[src/rtl/layer_serializer.sv]
// Parallel-to-serial stage between two fully-connected layers: captures one
// activation per neuron in a single cycle and replays them as a valid-qualified stream.
module layer_serializer #(
  parameter int unsigned NN        = 30,
  parameter int unsigned dataWidth = 16
) (
  input  logic                    clk,
  input  logic                    rst,
  input  logic [NN-1:0]           i_valid,
  input  logic [NN*dataWidth-1:0] i_data,
  output logic                    o_valid,
  output logic [dataWidth-1:0]    o_data,
  output logic                    o_last,
  output logic                    busy,
  output logic                    err_overrun,
  output logic                    err_partial
);

  localparam int unsigned CW = (NN > 1) ? $clog2(NN) : 1;
  localparam logic [CW-1:0] LAST_IDX     = CW'(NN - 1);
  localparam logic [CW-1:0] PRE_LAST_IDX = CW'(NN - 2);

  typedef enum logic {IDLE, SHIFT} state_t;

  state_t               state;
  logic [CW-1:0]        count;
  logic [dataWidth-1:0] shift_buf [NN];

  logic capture;
  logic partial;
  logic last_word;
  logic load;

  assign capture   = &i_valid;
  assign partial   = (|i_valid) & ~capture;
  assign last_word = (state == SHIFT) && (count == LAST_IDX);
  // A new vector is accepted when idle or in the final word cycle (back-to-back).
  assign load      = capture && ((state == IDLE) || last_word);

  // Word 0 goes straight to o_data on load; entry 1 always holds the next word to emit.
  always_ff @(posedge clk) begin
    if (load) begin
      for (int k = 0; k < NN; k++) begin
        shift_buf[k] <= i_data[k*dataWidth +: dataWidth];
      end
    end else if (state == SHIFT) begin
      for (int k = 0; k < NN - 1; k++) begin
        shift_buf[k] <= shift_buf[k+1];
      end
    end
  end

  always_ff @(posedge clk or negedge rst) begin
    if (!rst) begin
      state       <= IDLE;
      count       <= '0;
      o_valid     <= 1'b0;
      o_data      <= '0;
      o_last      <= 1'b0;
      busy        <= 1'b0;
      err_overrun <= 1'b0;
      err_partial <= 1'b0;
    end else begin
      if (partial) begin
        err_partial <= 1'b1;
      end
      // A full vector arriving mid-emission is dropped; the current one continues.
      if (capture && (state == SHIFT) && !last_word) begin
        err_overrun <= 1'b1;
      end

      if (load) begin
        state   <= SHIFT;
        count   <= '0;
        o_valid <= 1'b1;
        o_data  <= i_data[dataWidth-1:0];
        o_last  <= 1'b0;
        busy    <= 1'b1;
      end else if (state == SHIFT) begin
        if (last_word) begin
          state   <= IDLE;
          count   <= '0;
          o_valid <= 1'b0;
          o_last  <= 1'b0;
          busy    <= 1'b0;
        end else begin
          count   <= count + CW'(1);
          o_valid <= 1'b1;
          o_data  <= shift_buf[1];
          o_last  <= (count == PRE_LAST_IDX);
          busy    <= 1'b1;
        end
      end
    end
  end

endmodule

[config.mk]
export PLATFORM = sky130hd
export DESIGN_NAME = layer_serializer
export DESIGN_NICKNAME = d
export VERILOG_FILES = /design/src/rtl/layer_serializer.sv
export SDC_FILE = /design/constraint.sdc
export NUM_CORES = 1
export LEC_CHECK = 0
export ABC_AREA = 1
export CAP_MARGIN = 15
export CORE_MARGIN = 2
export CORE_UTILIZATION = 30
export CTS_CLUSTER_DIAMETER = 30
export DETAILED_ROUTE_END_ITERATION = 12
export REMOVE_ABC_BUFFERS = 1
export SKIP_LAST_GASP = 1
export SYNTH_ARGS = -nofsm -noshare
export SYNTH_HDL_FRONTEND = slang
export SYNTH_SLANG_ARGS = --single-unit
[constraint.sdc]
create_clock -name clk -period 24.4 [get_ports clk]
set_clock_uncertainty 0.05 [all_clocks]
set_input_delay 2.44 -clock clk [delete_from_list [all_inputs] [get_ports clk]]
set_output_delay 2.44 -clock clk [all_outputs]
set_load 0.02 [all_outputs]
==> run_results.csv <==
group,metric,value,unit
grt,grt_pass1_wl,92700,µm
placement,dp_hpwl,40900,µm
power_and_ir_drop,total_power,2.53,mW
grt,antenna_found_initial,17,
floorplanning,rows,98,
logic_synthesis,synthesis.area,21600,µm²
clocking,htreeDepth,3,
worst_setup_path,crit_path_max_fanout,84,
route,drtAntennaViolNets,0,
sta,grt_setup_unrepaired,"false",
clocking,cts_hold_buf,0,
route,drtIter0Drc,1369,
floorplanning,die_w,272,µm
grt,top_usage_layer,"met2",
layout,multi_input_area,6230,µm²
clocking,cts_tree,"built",
sta,post-route-period-util,28.0,%
placement,port_buffers,532,
logic_synthesis,synth.avg_cell_area,10.0,µm²
grt,grt_max_degree,179,
clocking,clk_path_buf_depth,3,
hold_path,hp-class,"reg -> reg",
floorplanning,start_util,30.2,%
floorplanning,core,71400,µm²
logic_synthesis,synth_cells,2150,
sta,setup-tns-final,0,ps
sta,relSlewSlack,25.6,%
route,drc,0,
clocking,cts_buffers,109,
outcome,status,"finished clean",
worst_setup_path,r2r_slack,19670,ps
job,cap_violations,0,
sta,maxSlewViolCount,0,
floorplanning,die_h,272,µm
power_and_ir_drop,power.density,80.7,nW/µm²
sta,hold_violations,0,
clocking,clk_pin_slew,50,ps
clocking,clock_sinks,490,
grt,gr-usage-met3,5.76,%
grt,grtUsageMet2,25.9,%
sta,final-setup-viol-count,0,
logic_synthesis,synth_area_leaders,"edfxtp_1 (65%), nand2_1 (20%), nand3_1 (7.3%)",
worst_setup_path,required,24610,ps
grt,grt_pass1_vias,17265,
layout,ff_latch_area,14600,µm²
grt,grt.total_usage,15.8,%
layout,stdcell_area,31400,µm²
logic_synthesis,synth-seq-area-share,67.6,%
clocking,cts_setup_buffers,0,
grt,grt_overflow,0,
logic_synthesis,ys_warn_count,0,
logic_synthesis,synth_top_area_cell,"edfxtp_1",
clocking,clk_latency,640,ps
sta,fin_crit,6820,ps
logic_synthesis,synth_top_area_share,64.6,%
logic_synthesis,synth_cell_types,24,
placement,gp_congestion,0.917,
logic_synthesis,synth-seq-cells,490,
clocking,cts_resized,0,
layout,fin_util,43.9,%
layout,nFillCells,6691,
worst_setup_path,end_kind,"flop",
sta,setup_ws,17580,ps
grt,groute.layer.met1.usage,19.2,%
sta,tightest_slew,1120,ps
floorplanning,die-area,74000,µm²
placement,dpl-instance-area,27500,µm²
layout,area_delta_synth_final,45.4,%
placement,dp_slack,16870,ps
layout,drive_gt1_share,7.28,%
route,vias,17024,
floorplanning,pin_count,533,
worst_setup_path,crit_arrival,7030,ps
power_and_ir_drop,p_leak,12.6,nW
sta,clock.fmax,0.147,GHz
clocking,cts.root.buffer_cell,"clkbuf_16",
route,via_per_inst,4.58,
layout,fin_nets,3185,
power_and_ir_drop,vdd_drop_max,0.0531,mV
route,wire_per_inst,16.4,µm
worst_setup_path,start_kind,"input port",
route,firstDrtPassIters,5,
route,wirelength,61000,µm
worst_setup_path,path_class,"in -> reg",
-- stage by stage --
stage / hold WS (ps) / cells
detailed placement: 407 / 3509
global route: 420 / 3710
CTS: 400 / 3710
floorplan: 392 / 2010
finish: 401 / 3716
global placement: 402 / 3509
-- state kept, by name, indices dropped and copies added (netlist names) --
signal,cells
busy,1
count,5
err_overrun,1
err_partial,1
o_data,16
o_last,1
shift_buf,464
state,1
-- worst max-delay path, stage by stage --
cell and delay (ps):
clkdlybuf4s50_1 520, nand2_1 70, nor2_1 220, nand2_1 140, nor2_4 380, nand2_2 470
nand2_4 830, buf_4 850, buf_4 930
-- synth_stat cells --
cell,n
buf_1,22
buf_2,71
buf_4,17
buf_6,9
clkbuf_1,21
dfrtp_1,26
edfxtp_1,464
ha_1,3
inv_1,7
inv_2,1
nand2_1,1131
nand2_2,1
nand2_4,1
nand3_1,316
nand3_2,1
nand3b_1,1
nand4_1,17
nor2_1,31
nor2_4,3
nor3_1,1
o21ai_0,2
o21bai_1,1
xnor2_1,1
xor2_1,2
-- path summary, 6_finish.rpt --
| kind | startpoint | endpoint | cells after the start |
|---|---|---|---|
| setup / recovery | i_valid[11] | shift_buf[1][175]$_DFFE_PP_ | 9 |
| hold / removal | shift_buf[0][16]$_DFFE_PP_ | o_data[0]$_DFFE_PN0P_ | 2 |
| setup reg to reg | state$_DFF_PN0_ | shift_buf[1][187]$_DFFE_PP_ | 7 |
| hold reg to reg | shift_buf[0][16]$_DFFE_PP_ | o_data[0]$_DFFE_PN0P_ | 2 |
| max in group asynchronous | rst | state$_DFF_PN0_ | 2 |
| min in group asynchronous | rst | o_data[0]$_DFFE_PN0P_ | 2 |
-- placed cells by master (no fill, tap or decap), drive strengths merged --
master and n:
buf 17, bufinv 19, clkbuf 117, clkdlybuf4s50 532
clkinv 51, clkinvlp 9, dfrtp 26, diode 6
edfxtp 464, ha 3, inv 13, nand2 1133
nand3 317, nand3b 1, nand4 17, nor2 34
nor3 1, o21ai 2, o21bai 1, xnor2 1
xor2 2
-- final cells by class --
class	instances	share of cell area (%)
diodes	6	0.0479
clock buffers	117	8.86
clock inverters	84	3.34
inverters	8	0.0958
multi-input cells	1512	19.9
flip-flops and latches	490	46.5
well taps	950	3.79
repair buffers	549	17.5
-- layer usage --
layer / part of all wire [%] / vias up
li1: - / 8291
met1: 41 / 7957
met2: 47 / 643
met3: 9.5 / 111
met4: 2.2 / 22
met5: 0.24 / -
-- power by group --
group	leakage, nW	total (mW)	internal, mW	switching [mW]
logic	6.27	0.114	0.0804	0.0338
registers	4.52	0.917	0.917	0.0000000221
clock network	1.85	1.50	1.02	0.477
-- logic make-up (layout without fill, tap and decap cells) --
family / Yosys count / after routing / share of synthesized area, %
xor gates and xnor gates: 3 / 3 / 0.122
and+or+nand+nor: 1503 / 1503 / 28.4
adders and majority gates: 3 / 3 / 0.174
DFF: 490 / 490 / 67.6
other: 0 / 6 / 0
buffers and inverters: 148 / 758 / 3.60
AOI/OAI and AO/OA: 3 / 3 / 0.0812
Note: power is estimated with default switching activity, not from simulation.
